==> config.mk <==
export PLATFORM = sky130hd
export DESIGN_NAME = lcd_bus_reader_flat
export DESIGN_NICKNAME = d
export VERILOG_FILES = /design/src/rtl/lcd_pkg.sv /design/src/rtl/lcd_bus_reader_if.sv /design/src/rtl/lcd_bus_reader_cycle_timer.sv /design/src/rtl/lcd_bus_reader.sv /design/src/flat_wrapper.sv
export SDC_FILE = /design/constraint.sdc
export NUM_CORES = 1
export LEC_CHECK = 0
export BUFFER_PORTS_ARGS = -buffer_cell sky130_fd_sc_hd__clkbuf_2
export CAP_MARGIN = 20
export CORE_UTILIZATION = 50
export CTS_BUF_LIST = sky130_fd_sc_hd__clkbuf_8
export DETAILED_ROUTE_END_ITERATION = 10
export PLACE_DENSITY = 0.86
export SYNTH_ARGS = -nofsm -noshare
export SYNTH_HDL_FRONTEND = slang
export SYNTH_SLANG_ARGS = --single-unit
==> constraint.sdc <==
create_clock -name clk -period 2.3 [get_ports clk]
set_input_delay 0.46 -clock clk [delete_from_list [all_inputs] [get_ports clk]]
set_output_delay 0.46 -clock clk [all_outputs]
set_load 0.005 [all_outputs]
==> src/rtl/lcd_pkg.sv <==
// Shared definitions for the HD44780-style LCD bus: state encoding, bus
// constants and default timing, used by the reader and the write sequencer.
package lcd_pkg;

    typedef enum logic [2:0] {
        ST_IDLE,
        ST_SETUP,
        ST_E_HIGH,
        ST_E_LOW,
        ST_DONE
    } lcd_rd_state_e;

    localparam logic RS_CMD  = 1'b0;
    localparam logic RS_DATA = 1'b1;
    localparam logic RW_READ = 1'b1;
    localparam int   BF_BIT  = 7;

    localparam int T_AS_DEF      = 2;
    localparam int T_EH_DEF      = 12;
    localparam int T_EL_DEF      = 12;
    localparam int MAX_POLLS_DEF = 1000;

    localparam int TMR_W = 16;

    // Timer reload value for a phase lasting 'cycles' clocks.
    function automatic logic [TMR_W-1:0] tmr_reload(input int cycles);
        return TMR_W'(cycles - 1);
    endfunction

endpackage

==> src/rtl/lcd_bus_reader_if.sv <==
// Request/response and LCD bus signals of the read controller.
interface lcd_bus_reader_if;

    logic       req;
    logic       poll;
    logic       rs_sel;
    logic [7:0] db_in;
    logic       lcd_rs;
    logic       lcd_rw;
    logic       lcd_e;
    logic       db_rd;
    logic       busy;
    logic       done;
    logic       bf;
    logic [6:0] ac;
    logic [7:0] rd_data;
    logic       timeout;

    modport master (
        output req, poll, rs_sel, db_in,
        input  lcd_rs, lcd_rw, lcd_e, db_rd, busy, done, bf, ac, rd_data, timeout
    );

    modport slave (
        input  req, poll, rs_sel, db_in,
        output lcd_rs, lcd_rw, lcd_e, db_rd, busy, done, bf, ac, rd_data, timeout
    );

endinterface

==> src/rtl/lcd_bus_reader_cycle_timer.sv <==
// Loadable down-counter with zero flag; times each phase of an LCD read cycle.
module lcd_cycle_timer
    import lcd_pkg::*;
#(
    parameter int W = TMR_W
)(
    input  logic         clk,
    input  logic         rst_n,
    input  logic         load_i,
    input  logic [W-1:0] load_val_i,
    output logic         zero_o
);

    logic [W-1:0] count_q, count_d;

    always_comb begin
        count_d = count_q;
        if (load_i) begin
            count_d = load_val_i;
        end else if (count_q != '0) begin
            count_d = count_q - W'(1);
        end
    end

    always_ff @(posedge clk or negedge rst_n) begin
        if (!rst_n) begin
            count_q <= '0;
        end else begin
            count_q <= count_d;
        end
    end

    assign zero_o = (count_q == '0);

endmodule

==> src/rtl/lcd_bus_reader.sv <==
// Read-side LCD bus controller: BF/AC or data reads, optional busy-flag polling.
// Define LCD_RD_TIMEOUT_EN to bound polling by MAX_POLLS and report timeout.
module lcd_bus_reader
    import lcd_pkg::*;
#(
    parameter int          T_AS      = T_AS_DEF,
    parameter int          T_EH      = T_EH_DEF,
    parameter int          T_EL      = T_EL_DEF,
    parameter logic [15:0] MAX_POLLS = 16'(MAX_POLLS_DEF)
)(
    input  logic               clk,
    input  logic               rst_n,
    lcd_bus_reader_if.slave    bus
);

    if (T_AS < 1 || T_EH < 1 || T_EL < 1 || MAX_POLLS == 16'd0) begin : g_param_check
        $error("lcd_bus_reader: illegal timing parameter");
    end

    lcd_rd_state_e    state_q, state_d;
    logic             sel_q, sel_d;
    logic             poll_q, poll_d;
    logic             tmr_ld;
    logic [TMR_W-1:0] tmr_val;
    logic             tmr_zero;
    logic             sample;
    logic             active;

    logic             rs_q, rw_q, e_q, db_rd_q, busy_q, done_q, bf_q;
    logic [6:0]       ac_q;
    logic [7:0]       rd_data_q;

`ifdef LCD_RD_TIMEOUT_EN
    logic [15:0]      poll_cnt_q, poll_cnt_d;
    logic             timeout_q, timeout_d;
`endif

    lcd_cycle_timer #(.W(TMR_W)) u_timer (
        .clk        (clk),
        .rst_n      (rst_n),
        .load_i     (tmr_ld),
        .load_val_i (tmr_val),
        .zero_o     (tmr_zero)
    );

    always_comb begin
        state_d = state_q;
        sel_d   = sel_q;
        poll_d  = poll_q;
`ifdef LCD_RD_TIMEOUT_EN
        poll_cnt_d = poll_cnt_q;
        timeout_d  = timeout_q;
`endif
        case (state_q)
            ST_IDLE: begin
                if (bus.req) begin
                    sel_d   = bus.poll ? RS_CMD : bus.rs_sel;
                    poll_d  = bus.poll;
`ifdef LCD_RD_TIMEOUT_EN
                    poll_cnt_d = '0;
                    timeout_d  = 1'b0;
`endif
                    state_d = ST_SETUP;
                end
            end
            ST_SETUP:  if (tmr_zero) state_d = ST_E_HIGH;
            ST_E_HIGH: if (tmr_zero) state_d = ST_E_LOW;
            ST_E_LOW: begin
                if (tmr_zero) begin
`ifdef LCD_RD_TIMEOUT_EN
                    if (poll_q && bf_q && (poll_cnt_q < MAX_POLLS - 16'd1)) begin
                        poll_cnt_d = poll_cnt_q + 16'd1;
                        state_d    = ST_SETUP;
                    end else begin
                        timeout_d  = poll_q & bf_q;
                        state_d    = ST_DONE;
                    end
`else
                    state_d = (poll_q && bf_q) ? ST_SETUP : ST_DONE;
`endif
                end
            end
            ST_DONE:  state_d = ST_IDLE;
            default:  state_d = ST_IDLE;
        endcase

        // Every phase entry (including a poll re-read) restarts the timer.
        tmr_ld  = (state_d != state_q);
        case (state_d)
            ST_SETUP:  tmr_val = tmr_reload(T_AS);
            ST_E_HIGH: tmr_val = tmr_reload(T_EH);
            ST_E_LOW:  tmr_val = tmr_reload(T_EL);
            default:   tmr_val = '0;
        endcase
    end

    assign active = (state_d == ST_SETUP) || (state_d == ST_E_HIGH) || (state_d == ST_E_LOW);
    assign sample = (state_q == ST_E_HIGH) && tmr_zero;

    // Bus outputs are decoded from the next state so they leave flops cleanly.
    always_ff @(posedge clk or negedge rst_n) begin
        if (!rst_n) begin
            state_q   <= ST_IDLE;
            sel_q     <= RS_CMD;
            poll_q    <= 1'b0;
            rs_q      <= 1'b0;
            rw_q      <= 1'b0;
            e_q       <= 1'b0;
            db_rd_q   <= 1'b0;
            busy_q    <= 1'b0;
            done_q    <= 1'b0;
            bf_q      <= 1'b0;
            ac_q      <= '0;
            rd_data_q <= '0;
`ifdef LCD_RD_TIMEOUT_EN
            poll_cnt_q <= '0;
            timeout_q  <= 1'b0;
`endif
        end else begin
            state_q <= state_d;
            sel_q   <= sel_d;
            poll_q  <= poll_d;
            rs_q    <= active ? sel_d : RS_CMD;
            rw_q    <= active ? RW_READ : ~RW_READ;
            e_q     <= (state_d == ST_E_HIGH);
            db_rd_q <= active;
            busy_q  <= (state_d != ST_IDLE);
            done_q  <= (state_d == ST_DONE);
            if (sample) begin
                rd_data_q <= bus.db_in;
                if (sel_q == RS_CMD) begin
                    bf_q <= bus.db_in[BF_BIT];
                    ac_q <= bus.db_in[6:0];
                end
            end
`ifdef LCD_RD_TIMEOUT_EN
            poll_cnt_q <= poll_cnt_d;
            timeout_q  <= timeout_d;
`endif
        end
    end

    assign bus.lcd_rs  = rs_q;
    assign bus.lcd_rw  = rw_q;
    assign bus.lcd_e   = e_q;
    assign bus.db_rd   = db_rd_q;
    assign bus.busy    = busy_q;
    assign bus.done    = done_q;
    assign bus.bf      = bf_q;
    assign bus.ac      = ac_q;
    assign bus.rd_data = rd_data_q;
`ifdef LCD_RD_TIMEOUT_EN
    assign bus.timeout = timeout_q;
`else
    assign bus.timeout = 1'b0;
`endif

endmodule

==> src/flat_wrapper.sv <==
// flat-port wrapper written by rule: the top's interface ports become plain ports
module lcd_bus_reader_flat import lcd_pkg::*;
#(
    parameter int          T_AS      = T_AS_DEF,
    parameter int          T_EH      = T_EH_DEF,
    parameter int          T_EL      = T_EL_DEF,
    parameter logic [15:0] MAX_POLLS = 16'(MAX_POLLS_DEF)
)
  (clk, rst_n, bus_req, bus_poll, bus_rs_sel, bus_db_in, bus_lcd_rs, bus_lcd_rw, bus_lcd_e, bus_db_rd, bus_busy, bus_done, bus_bf, bus_ac, bus_rd_data, bus_timeout);
  lcd_bus_reader_if bus_i ();
  input  logic clk;
  input  logic rst_n;
  input wire logic [$bits(bus_i.req)-1:0] bus_req;
  input wire logic [$bits(bus_i.poll)-1:0] bus_poll;
  input wire logic [$bits(bus_i.rs_sel)-1:0] bus_rs_sel;
  input wire logic [$bits(bus_i.db_in)-1:0] bus_db_in;
  output wire logic [$bits(bus_i.lcd_rs)-1:0] bus_lcd_rs;
  output wire logic [$bits(bus_i.lcd_rw)-1:0] bus_lcd_rw;
  output wire logic [$bits(bus_i.lcd_e)-1:0] bus_lcd_e;
  output wire logic [$bits(bus_i.db_rd)-1:0] bus_db_rd;
  output wire logic [$bits(bus_i.busy)-1:0] bus_busy;
  output wire logic [$bits(bus_i.done)-1:0] bus_done;
  output wire logic [$bits(bus_i.bf)-1:0] bus_bf;
  output wire logic [$bits(bus_i.ac)-1:0] bus_ac;
  output wire logic [$bits(bus_i.rd_data)-1:0] bus_rd_data;
  output wire logic [$bits(bus_i.timeout)-1:0] bus_timeout;
  assign bus_i.req = bus_req;
  assign bus_i.poll = bus_poll;
  assign bus_i.rs_sel = bus_rs_sel;
  assign bus_i.db_in = bus_db_in;
  assign bus_lcd_rs = bus_i.lcd_rs;
  assign bus_lcd_rw = bus_i.lcd_rw;
  assign bus_lcd_e = bus_i.lcd_e;
  assign bus_db_rd = bus_i.db_rd;
  assign bus_busy = bus_i.busy;
  assign bus_done = bus_i.done;
  assign bus_bf = bus_i.bf;
  assign bus_ac = bus_i.ac;
  assign bus_rd_data = bus_i.rd_data;
  assign bus_timeout = bus_i.timeout;
  lcd_bus_reader #(.T_AS(T_AS), .T_EH(T_EH), .T_EL(T_EL), .MAX_POLLS(MAX_POLLS)) u_core (.clk(clk), .rst_n(rst_n), .bus(bus_i));
endmodule
## Word level (Yosys, flattened, before mapping)

Index checks and enable logic that the tools add are counted.

| storage, ports and cells | value |
|---|---|
| bits in registers | 43 |
| input bits | 13 |
| output and inout port bits | 23 |
| word-level logic and storage cells | 49 |

| cells by class | value |
|---|---|
| add/subtract/negate cells | 1 |
| equal/unequal tests | 8 |
| mux-type cells | 14 |
| bitwise operators | 1 |
| reductions and logical operators | 12 |

Operator list:

| kind | count |
|---|---|
| $mux W16 | 2 |
| $logic_not A16 Y1 | 1 |
| $reduce_bool A16 Y1 | 1 |
| $sub A16 B1 Y16 const B | 1 |
| $mux W3 | 5 |
| $eq A3 B2 Y1 const B | 4 |
| $pmux W3 S4 | 1 |
| $pmux W4 S2 | 1 |
| $eq A3 B1 Y1 const B | 2 |
| $mux W1 | 5 |
| $reduce_and A2 Y1 | 2 |
| $eq A3 B3 Y1 const B | 1 |
| $logic_not A3 Y1 | 1 |
| $ne A3 B3 Y1 | 1 |
| $reduce_bool A3 Y1 | 1 |
| $logic_and A1 B1 Y1 | 2 |
| $logic_or A1 B1 Y1 | 2 |
| $reduce_bool A2 Y1 | 1 |
| $reduce_or A2 Y1 | 1 |
| $not A1 Y1 | 1 |

## Depth between registers and ports, before layout

| logic depth | value |
|---|---|
| depth in word-level cells | 8 |
| mapped depth | 8 |

## Hierarchy

A second synthesis with hierarchy kept.

| unflattened totals | value |
|---|---|
| cell total of the unflattened synthesis | 184 |
| area total of the unflattened synthesis | 2144.6 µm² |

Modules (own cells, without submodules):

| module | instances | cells each | area an instance (µm²) | sequential area each (µm²) |
|---|---|---|---|---|
| lcd_bus_reader | 1 | 80 | 1138.6 | 650.6 |
| lcd_cycle_timer | 1 | 104 | 1006.0 | 400.4 |

## Least setup slack after synthesis

Ideal clock, no wire load.

| timing | value |
|---|---|
| kind | reg-to-reg |
| from | register u_core.u_timer.count_q[11] |
| to | register u_core.u_timer.count_q[0] |
| arrival time | 2.200 ns |
| data required time | 2.178 ns |
| path slack | -0.022 ns |
| stages on the path, launching flop included | 6 |
| path buffers | 1 |
| clock period less this slack | 2.322 ns |
| cell sequence | dfrtp_1 -> or4_1 -> clkbuf_1 -> nor4_4 -> mux2_2 -> a2111oi_1 |

| on the way | value |
|---|---|
| longest elaborated chain between the ends | 7 |

RTL lines:

| item | RTL line | RTL |
|---|---|---|
| from (decl) | lcd_bus_reader_cycle_timer.sv:14 | `logic [W-1:0] count_q, count_d;` |
| from (signal assigned) | lcd_bus_reader_cycle_timer.sv:29 | `count_q <= count_d;` |
| $logic_not A16 Y1 | lcd_bus_reader_cycle_timer.sv:33 | `assign zero_o = (count_q == '0);` |
| $mux W3, on equally long branches | lcd_bus_reader.sv:69, lcd_bus_reader.sv:66, lcd_bus_reader.sv:67 |  |
| $pmux W3 S4 | lcd_bus_reader.sv:54 | `case (state_q)` |
| $eq A3 B2 Y1 | lcd_bus_reader.sv:89 | `case (state_d)` |
| $reduce_or A2 Y1 (no source line) | -- |  |
| $pmux W4 S2 | lcd_bus_reader.sv:89 |  |
| $mux W16 | lcd_bus_reader_cycle_timer.sv:18 | `if (load_i) begin` |

Several ways; a longest one is shown, not always the timed one.
A chain may end at the register's enable or synchronous reset.

## Worst setup path after layout

| timing | value |
|---|---|
| from | register u_core.u_timer.count_q[1] |
| to | register u_core.ac_q[2], in the netlist u_core.bus.ac[2] |

| on the way | value |
|---|---|
| longest elaborated chain between the ends | 3 |

RTL lines:

| item | RTL line | RTL |
|---|---|---|
| $logic_not A16 Y1 | lcd_bus_reader_cycle_timer.sv:33 |  |
| $logic_and A1 B1 Y1 | lcd_bus_reader.sv:98 | `assign sample = (state_q == ST_E_HIGH) && tmr_zero;` |
| $reduce_and A2 Y1 (no source line) | -- |  |
| to (signal assigned) | lcd_bus_reader.sv:133 | `ac_q <= bus.db_in[6:0];` |
| to (decl) | lcd_bus_reader.sv:30 | `logic [6:0] ac_q;` |

No other way between the ends.

==> metrics.txt <==
syn_area_per_cell 11.5 sq um; first-pass GRT wire length 7.75 mm; CP delay by family, top simple AND/OR/NAND/NOR gates; Initial Util 0.534; R2R depth 6; Clock Skews 0.00327 ns; min-delay worst type in -> async; Tightest Pin Transition 0.534 ns; Bufs on Longest Clock Path 2; Vias/cell 5.93; VDD IR-drop max 0.000742 V; # port buffers 34; Max FO, Critical Path 8; Top FF cell, synth dfrtp_1; leakage power 1.13 nW; chip height 65.2 microns; sequential area share after synthesis 0.526; CTS Buf Count 5; critical path type reg -> reg; Reg2Reg Capture Point u_core.bus.ac[2]; Worst setup SP type flip-flop; Synth cell types 43; via count 1620; Critical Path Slowest Stage Cell or4b_4; cells after synthesis 174; normalized max-slew margin 0.641; vias in the first global route 1589; nets@finish 238; CTS sink count 42; Mapped Area 0.00200 sq mm; Hold WS 0.0659 ns; Post-synth EDFFs 0; most numerous cell in the Yosys netlist dfrtp_1; max capacitance violation total 0; CP cell instances inv_1, ha_1, or4b_4, or4_1, buf_6, mux2_4; PD cells 1150 mW/mm^2; final setup vio count 0; CTS root buf clkbuf_8; share of layout cells above drive strength 1 0.373; status completed; IO Pins 36; Worst EP required 2.48 ns; hpwl dp 3.14 mm; DRC Markers 0; Arrival @ worst endpoint 2.44 ns; First DRT Iteration DRCs 74; antenna-violating nets left 0; diode count 0; Synth top area share 0.526; ys async rst share 1.00; RD Place Congestion 0.875; final max-slew violation count 0; leading area contributor after synthesis dfrtp_1; Reg clk slew, reported paths 0.08 ns; Die Wd 65.2 microns; worst r2r src u_core.u_timer.count_q[1]; Layout area overhead 22.4%; Routed wire per std cell 17.9 microns; CTS tree yes; Pre-antenna DRT Iters 4; die area 0.00425 sq mm; synth top area cells dfrtp_1 (53%), mux2_2 (6.2%), mux2_4 (6.0%); Yosys warning total 0; CTS Hold Bufs 0; Core Box Area 0.00374 sq mm; Max stage delay on crit path 0.52 ns; maximum clock rate 0.444 GHz; critical path buffer and inverter count 2; Tmin final 2.25 ns; row count 22; syn_nets 188; worst skew pair latency 0.30 ns; #FFs+latches synth 42; largest net degree at the start of global routing 29; final WL 4.88 mm; most frequent cells after synthesis dfrtp_1 (42), a21oi_1 (13), mux2_2 (11); Worst R2R Setup Slack 0.05 ns; H-tree Lvls 2; gr ovfl total 0; Final period util 0.979; Worst setup EP type flip-flop; initial antenna violation count 0; final hold violation count 0; Total Routing Usage GR 0.246; RSZ-0062 raised after global routing no; Crit path depth 6; Tot Pwr 0.00281 W
metrics by stage:
step           cell area [sq um]  std cells  setup TNS [ns]   util  setup WS (ns)
3_3_place_gp                2310        264               0  0.617          0.111
3_5_place_dp                2310        264               0  0.617         0.0647
5_1_grt                     2450        273               0  0.653        0.00206
2_1_floorplan               2000        174         -0.0221      -        -0.0221
4_1_cts                     2420        272               0  0.647         0.0273
6_report                    2450        273               0  0.653         0.0490
repair_timing:
item                                    CTS  global route
endpoints found under the setup margin    0            15
resized for setup                         0             3
buffers inserted                          0             1
cell families after synthesis:
family,after synthesis,synth area share
AOI/OAI and AO/OA,33,0.101
xor gates and xnor gates,2,0.00877
adders and majority gates,1,0.00626
buffers and inverters,13,0.0307
DFF,42,0.526
muxes,20,0.127
other,1,0.00188
and+or+nand+nor,62,0.199
layout by cell type (no fill, tap or decap), types with 2 or more instances in the layout:
master | synthesis | layout
nand2_1 | 9 | 9
o31ai_1 | 6 | 6
or4b_1 | 2 | 2
clkbuf_2 | 0 | 34
or3_1 | 5 | 5
dfrtp_1 | 42 | 42
nand4_1 | 4 | 4
nor2b_1 | 2 | 2
nor3_1 | 6 | 6
xnor2_1 | 2 | 2
clkbuf_8 | 0 | 5
inv_1 | 7 | 8
nor4_1 | 3 | 3
o21ai_0 | 7 | 7
and2_1 | 2 | 2
buf_4 | 3 | 13
mux2_4 | 8 | 8
a21oi_1 | 13 | 13
nand3_1 | 2 | 2
or4_1 | 5 | 5
mux2_2 | 11 | 11
o211ai_1 | 2 | 2
and3b_1 | 2 | 2
nor2_1 | 9 | 9
worst register-to-register path: cells and delay by family, from the launching register on:
kind / cells / cell delay [ns]
flip-flops: 1 / 0.41
adder cells (fa/ha/maj): 1 / 0.15
multiplexers: 1 / 0.31
AND/OR/NAND/NOR: 2 / 1.03
buffers and inverters: 2 / 0.24
registers in the layout, indices dropped and copies added (netlist names):
register	flops
u_core.bus.lcd_rs	1
u_core.u_timer.count_q	16
u_core.bus.rd_data	8
u_core.poll_q	1
u_core.bus.bf	1
u_core.sel_q	1
u_core.bus.busy	1
u_core.bus.ac	7
u_core.bus.lcd_e	1
u_core.state_q	3
u_core.bus.done	1
u_core.bus.db_rd	1
power by group:
group          leakage, nW  internal (W)  switching [W]
Sequential           0.515      0.000949       0.000227
Clock               0.0556      0.000319       0.000258
Combinational        0.558      0.000520       0.000540
Total                 1.13       0.00179        0.00102
layer usage:
| metal | track usage | share of wire | up-vias |
|---|---|---|---|
| met1 | 0.315 | 0.41 | 789 |
| met3 | 0.0521 | 0.062 | 8 |
| met4 | 0.0788 | 0.014 | 0 |
| met5 | 0 | 0 | - |
| li1 | - | - | 741 |
| met2 | 0.415 | 0.52 | 82 |
how the worst max path moves through the flow:
stage,start,end,slack [ns]
2_1_floorplan,u_core.u_timer.count_q[11],u_core.u_timer.count_q[0],-0.02
3_3_place_gp,u_core.u_timer.count_q[1],u_core.bus.ac[4],0.11
3_5_place_dp,u_core.u_timer.count_q[1],u_core.bus.ac[3],0.06
4_1_cts,u_core.u_timer.count_q[1],u_core.bus.ac[2],0.03
5_1_grt,u_core.u_timer.count_q[1],u_core.bus.ac[2],0.002
6_report,u_core.u_timer.count_q[1],u_core.bus.ac[2],0.05
final cells by class:
class                      count  area [sq um]
multi-input combinational    119           900
fill                         288          1300
clock inverter                 3          41.3
clock buffer                   5          68.8
tap                           48          60.1
sequential                    42          1050
inverter                       7          26.3
timing repair buffer          49           299
Note: power is estimated with default switching activity, not from simulation.
